`config.mk`:
```
export PLATFORM = sky130hd
export DESIGN_NAME = complex_pipeline
export DESIGN_NICKNAME = d
export VERILOG_FILES = /design/src/rtl/complex_pipeline_pkg.sv /design/src/rtl/complex_pipeline_alu.sv /design/src/rtl/complex_pipeline.sv
export SDC_FILE = /design/constraint.sdc
export NUM_CORES = 1
export LEC_CHECK = 0
export ABC_AREA = 1
export BUFFER_PORTS_ARGS = -buffer_cell sky130_fd_sc_hd__buf_2
export CAP_MARGIN = 10
export CORE_UTILIZATION = 25
export CTS_BUF_LIST = sky130_fd_sc_hd__clkbuf_4 sky130_fd_sc_hd__clkbuf_8 sky130_fd_sc_hd__clkbuf_16
export CTS_CLUSTER_SIZE = 12
export DETAILED_ROUTE_END_ITERATION = 16
export GPL_ROUTABILITY_DRIVEN = 0
export HOLD_SLACK_MARGIN = 0.06
export SLEW_MARGIN = 0
export SYNTH_ARGS = -nofsm -noshare
export SYNTH_HDL_FRONTEND = slang
export SYNTH_HIERARCHICAL = 1
export SYNTH_SLANG_ARGS = --single-unit
```
`constraint.sdc`:
```
create_clock -name clk -period 10.1 [get_ports clk]
set_input_delay 1.01 -clock clk [delete_from_list [all_inputs] [get_ports clk]]
set_output_delay 1.01 -clock clk [all_outputs]
set_load 0.005 [all_outputs]
```
`src/rtl/complex_pipeline_pkg.sv`:
```
// Shared widths, depths and ALU opcodes for the four-stage complex_pipeline.
package complex_pipeline_pkg;
    localparam int DATA_W    = 16;
    localparam int REG_DEPTH = 16;
    localparam int MEM_DEPTH = 256;
    localparam int REG_AW    = 4;
    localparam int MEM_AW    = 8;
    localparam int FUNC_W    = 4;

    localparam logic [FUNC_W-1:0] FN_ADD  = 4'd0;
    localparam logic [FUNC_W-1:0] FN_SUB  = 4'd1;
    localparam logic [FUNC_W-1:0] FN_MUL  = 4'd2;
    localparam logic [FUNC_W-1:0] FN_PA   = 4'd3;
    localparam logic [FUNC_W-1:0] FN_PB   = 4'd4;
    localparam logic [FUNC_W-1:0] FN_AND  = 4'd5;
    localparam logic [FUNC_W-1:0] FN_OR   = 4'd6;
    localparam logic [FUNC_W-1:0] FN_XOR  = 4'd7;
    localparam logic [FUNC_W-1:0] FN_NOTA = 4'd8;
    localparam logic [FUNC_W-1:0] FN_NOTB = 4'd9;
    localparam logic [FUNC_W-1:0] FN_SHR  = 4'd10;
    localparam logic [FUNC_W-1:0] FN_SHL  = 4'd11;
endpackage

```
`src/rtl/complex_pipeline_alu.sv`:
```
// Combinational ALU; results wrap modulo 2^16, unused opcodes yield zero.
module complex_pipeline_alu
    import complex_pipeline_pkg::*;
(
    input  logic [DATA_W-1:0] a,
    input  logic [DATA_W-1:0] b,
    input  logic [FUNC_W-1:0] func,
    output logic [DATA_W-1:0] result
);
    always_comb begin
        result = '0;
        case (func)
            FN_ADD:  result = a + b;
            FN_SUB:  result = a - b;
            FN_MUL:  result = a * b;
            FN_PA:   result = a;
            FN_PB:   result = b;
            FN_AND:  result = a & b;
            FN_OR:   result = a | b;
            FN_XOR:  result = a ^ b;
            FN_NOTA: result = ~a;
            FN_NOTB: result = ~b;
            FN_SHR:  result = a >> 1;
            FN_SHL:  result = a << 1;
            default: result = '0;
        endcase
    end
endmodule

```
`src/rtl/complex_pipeline.sv`:
```
// Four-stage pipeline: operand fetch, execute (Z), register write-back, memory store.
// Handshake: no ready; an instruction is taken every cycle in_valid is high and rst is low.
module complex_pipeline
    import complex_pipeline_pkg::*;
(
    input  logic              clk,
    input  logic              rst,
    input  logic              in_valid,
    input  logic [REG_AW-1:0] rs1,
    input  logic [REG_AW-1:0] rs2,
    input  logic [REG_AW-1:0] rd,
    input  logic [FUNC_W-1:0] func,
    input  logic [MEM_AW-1:0] addr,
    output logic [DATA_W-1:0] Z
);
    logic [DATA_W-1:0] regbank [0:REG_DEPTH-1];
    logic [DATA_W-1:0] mem     [0:MEM_DEPTH-1];

    logic              s1_valid;
    logic [DATA_W-1:0] s1_a;
    logic [DATA_W-1:0] s1_b;
    logic [REG_AW-1:0] s1_rd;
    logic [FUNC_W-1:0] s1_func;
    logic [MEM_AW-1:0] s1_addr;

    logic              s2_valid;
    logic [REG_AW-1:0] s2_rd;
    logic [MEM_AW-1:0] s2_addr;

    logic              s3_valid;
    logic [DATA_W-1:0] s3_result;
    logic [MEM_AW-1:0] s3_addr;

    logic [DATA_W-1:0] alu_result;
    logic [DATA_W-1:0] fetch_a;
    logic [DATA_W-1:0] fetch_b;
    logic              reg_we;
    logic              mem_we;

    // Writes are suppressed under reset so in-flight work is discarded.
    assign reg_we = s2_valid && !rst;
    assign mem_we = s3_valid && !rst;

    // Write-first bypass from the write-back stage only; execute is never forwarded.
    always_comb begin
        fetch_a = regbank[rs1];
        fetch_b = regbank[rs2];
        if (reg_we && (s2_rd == rs1)) fetch_a = Z;
        if (reg_we && (s2_rd == rs2)) fetch_b = Z;
    end

    complex_pipeline_alu u_alu (
        .a      (s1_a),
        .b      (s1_b),
        .func   (s1_func),
        .result (alu_result)
    );

    always_ff @(posedge clk) begin
        if (rst) begin
            s1_valid  <= 1'b0;
            s1_a      <= '0;
            s1_b      <= '0;
            s1_rd     <= '0;
            s1_func   <= '0;
            s1_addr   <= '0;
            s2_valid  <= 1'b0;
            s2_rd     <= '0;
            s2_addr   <= '0;
            Z         <= '0;
            s3_valid  <= 1'b0;
            s3_result <= '0;
            s3_addr   <= '0;
        end else begin
            s1_valid  <= in_valid;
            s1_a      <= fetch_a;
            s1_b      <= fetch_b;
            s1_rd     <= rd;
            s1_func   <= func;
            s1_addr   <= addr;
            s2_valid  <= s1_valid;
            s2_rd     <= s1_rd;
            s2_addr   <= s1_addr;
            Z         <= alu_result;
            s3_valid  <= s2_valid;
            s3_result <= Z;
            s3_addr   <= s2_addr;
        end
    end

    always_ff @(posedge clk) begin
        if (reg_we) regbank[s2_rd] <= Z;
    end

    always_ff @(posedge clk) begin
        if (mem_we) mem[s3_addr] <= s3_result;
    end
endmodule

```
==> impl_metrics.csv <==
group,metric,value,unit
route,vias,19700,
worst_hold_path,worst_hold_path_type,"reg -> reg",
layout,nets,3204,
floorplan,dieArea,0.0929,mm²
run_status,status,"finished, final reports clean",
global_routing,grt_max_degree,72,
placed_design,io_buffers,34,
timing,fin_crit_sh,59.5,%
placed_design,place_area,0.0241,mm²
layout,area_growth,10.1,%
route,wl_per_cell,16.6,µm
route,via_per_inst,4.69,
layout,final_common_cell,"nand2_1",
timing,rsz0062_at_grt,"false",
global_routing,antenna_found_initial,1,
critical_path,crit_arrival,6400,ps
clock_network,post_cts_buffers,0,
layout,final_cell_mix,"858 x nand2_1, 620 x inv_1, 533 x nand3_1, 256 x edfxtp_1, 97 x ha_1",
critical_path,cp_top_family,"adder cells",
placed_design,detailed_place_hpwl,43100,µm
yosys,netlist_instances,3044,
clock_network,cts_hold_buf,0,
critical_path,max_stage_delay,930,ps
global_routing,track_usage,14.7,%
timing,fmax,166,MHz
timing,setup_ws,4090,ps
floorplan,fp.dieW,305,µm
critical_path,slowest_stage,"dfxtp_1",
critical_path,path_cells,"ha_1 -> inv_1 -> fa_1 -> fa_1 -> fa_1 -> fa_1 -> inv_1 -> fa_1 -> inv_1 -> fa_1 -> inv_1 -> ha_1 -> inv_1 -> nor4_1 -> nand3_1 -> nand3_1 -> a21oi_1 -> o21ai_1 -> nand2_1 -> inv_1 -> o21ai_1 -> inv_1 -> nor2_1",
flow_run,drv_cap,0,
route,antenna_left,0,
route,drtIter0Drc,2082,
critical_path,worstSetupPathDepth,23,
critical_path,crit_path_frequent_cell,"inv_1",
yosys,ys_ff_latch,318,
critical_path,cp_num_buf_inv,7,
critical_path,cp_data_required_time,10490,ps
critical_path,crit_type,"reg -> reg",
critical_path,worstRegToRegCells,23,
critical_path,r2r_slack,4090,ps
pwr,p_per_area,144,mW/mm²
yosys,ys_warn_count,6,
yosys,async_reset_ff_share,0,%
timing,tightest_slew,1290,ps
layout,antenna_cells,0,
clock_network,root_buffer,"clkbuf_16",
yosys,synth.yosys.seq_area_share,38.9,%
floorplan,core_area,0.0904,mm²
timing,hold_violations,0,
floorplan,io_pins,43,
route,firstDrtPassIters,6,
clock_network,clk_pin_slew_worst_paths,60,ps
timing,slew_violations,0,
layout,drive_above_1_share,7.02,%
placed_design,pre_cts_ws,4120,ps
clock_network,cts_resized,0,
clock_network,cts.sink_count,318,
clock_network,cts_buffers,36,
timing,period_needed,6010,ps
global_routing,overflow,0,
yosys,syn_area_per_cell,7.53,µm²
floorplan,rows,110,
route,routed_wirelength,69800,µm
pwr,irDropWorstVdd,0.000195,V
layout,final_area,0.0252,mm²
clock_network,cts_tree,"yes",
pwr,p_leak,12.4,nW
route,drc,0,
timing,finClkSkew,12.3,ps
critical_path,path_max_fanout,16,
floorplan,die_y,305,µm
global_routing,grt_pass1_vias,18700,
yosys,yosysUniqueCellTypes,52,
timing,setup_tns,0,ps
critical_path,end_kind,"flop",
clock_network,clock_path_buffers,3,
global_routing,grt_pass1_wl,108000,µm
yosys,synth_fp_nets,3249,
timing,setup-violations-final,0,
floorplan,start_util,25.4,%
worst_hold_path,hold_path_depth,2,
yosys,syn_area,0.0229,mm²
yosys,synth_flop_cell,"edfxtp_1",
clock_network,htreeDepth,2,
critical_path,worst_setup_path_start_kind,"flop",
timing,slew_headroom,13.7,%
clock_network,clk_latency,530,ps
yosys,synth-edff-count,256,
==> per-layer routing <==
layer | wire length, µm | global-route usage, % | up-vias
li1 | - | - | 9453
met1 | 30000 | 20.0 | 9157
met2 | 31200 | 23.3 | 930
met3 | 6370 | 2.58 | 146
met4 | 2150 | 5.18 | 2
met5 | 10 | 0 | -
==> worst reg2reg max path, cell delays in order, from the launching register on <==
cell and delay [ps]:
dfxtp_1 930, ha_1 280, inv_1 80, fa_1 530
fa_1 430, fa_1 420, fa_1 500, inv_1 60
fa_1 540, inv_1 50, fa_1 480, inv_1 40
ha_1 330, inv_1 80, nor4_1 340, nand3_1 130
nand3_1 140, a21oi_1 80, o21ai_1 160, nand2_1 90
inv_1 50, o21ai_1 50, inv_1 50, nor2_1 30
==> cell usage after synthesis, types with 2 or more instances <==
master,n,area share [%]
nand2_1,858,14
inv_1,622,10
nand3_1,533,12
edfxtp_1,256,34
nor2_1,108,1.8
buf_2,98,2.1
ha_1,97,5.3
fa_1,81,7.1
dfxtp_1,62,5.4
a21oi_1,36,0.79
o21ai_0,33,0.72
o22ai_1,31,0.85
clkbuf_1,28,0.46
o21ai_1,24,0.52
inv_2,23,0.38
xor2_1,19,0.73
nor2_2,16,0.44
buf_4,15,0.49
buf_1,9,0.15
a221oi_1,7,0.27
buf_6,7,0.34
nor3_1,7,0.15
o2111ai_1,7,0.27
nor4_1,6,0.16
nand2_2,5,0.14
a211oi_1,4,0.13
a21boi_0,4,0.13
nor2_4,4,0.20
o211ai_1,4,0.13
o221ai_1,4,0.15
a21o_1,3,0.098
a31oi_1,3,0.082
nand3_2,3,0.13
nand3b_1,3,0.098
nand4_1,2,0.055
nor3_2,2,0.087
o21a_1,2,0.065
o2bb2ai_1,2,0.076
or2_2,2,0.055
xnor2_1,2,0.076
==> registers in the layout, summed over array words and instances, names as in the netlist <==
signal and flops:
regbank 256, Z 16, s1_a 16, s1_b 16, s1_func 4, s1_rd 4, s2_rd 4, s1_valid 1
s2_valid 1
==> per-stage QoR <==
stage	power, W	hold WS, ps	instances	utilization, %
after floorplan	0.00211	388	3044	-
after CTS	0.00366	413	4196	27.9
after detailed placement	0.00238	408	4137	26.7
final	0.00365	411	4196	27.9
after global routing	0.00381	435	4196	27.9
after global placement	0.00237	412	4137	26.7
==> power breakdown <==
part           switching (W)  internal [W]
Combinational       0.000559      0.000263
Sequential         0.0000645       0.00148
Clock               0.000505      0.000778
==> layout make-up <==
type                       instances  area (µm²)
timing repair buffer              74         475
sequential                       318        8930
inverter                         648        2440
clock buffer                      56        1110
clock inverter                     3        40.0
tap                             1176        1470
multi-input combinational       1921       10800
fill                            9690       65200
==> worst paths after layout <==
check                           startpoint  endpoint
worst max-delay path               s1_b[5]     Z[14]
worst max register to register     s1_b[5]     Z[14]
worst min-delay path              s1_rd[3]  s2_rd[3]
worst min register to register    s1_rd[3]  s2_rd[3]
==> cells by family after synthesis <==
family | share of synthesized area (%)
fa+ha+maj | 12.4
buf+inv | 14.2
xor+xnor | 0.873
simple gates | 29.1
compound gates | 4.48
flops | 38.9
Note: power is estimated with default switching activity, not from simulation.
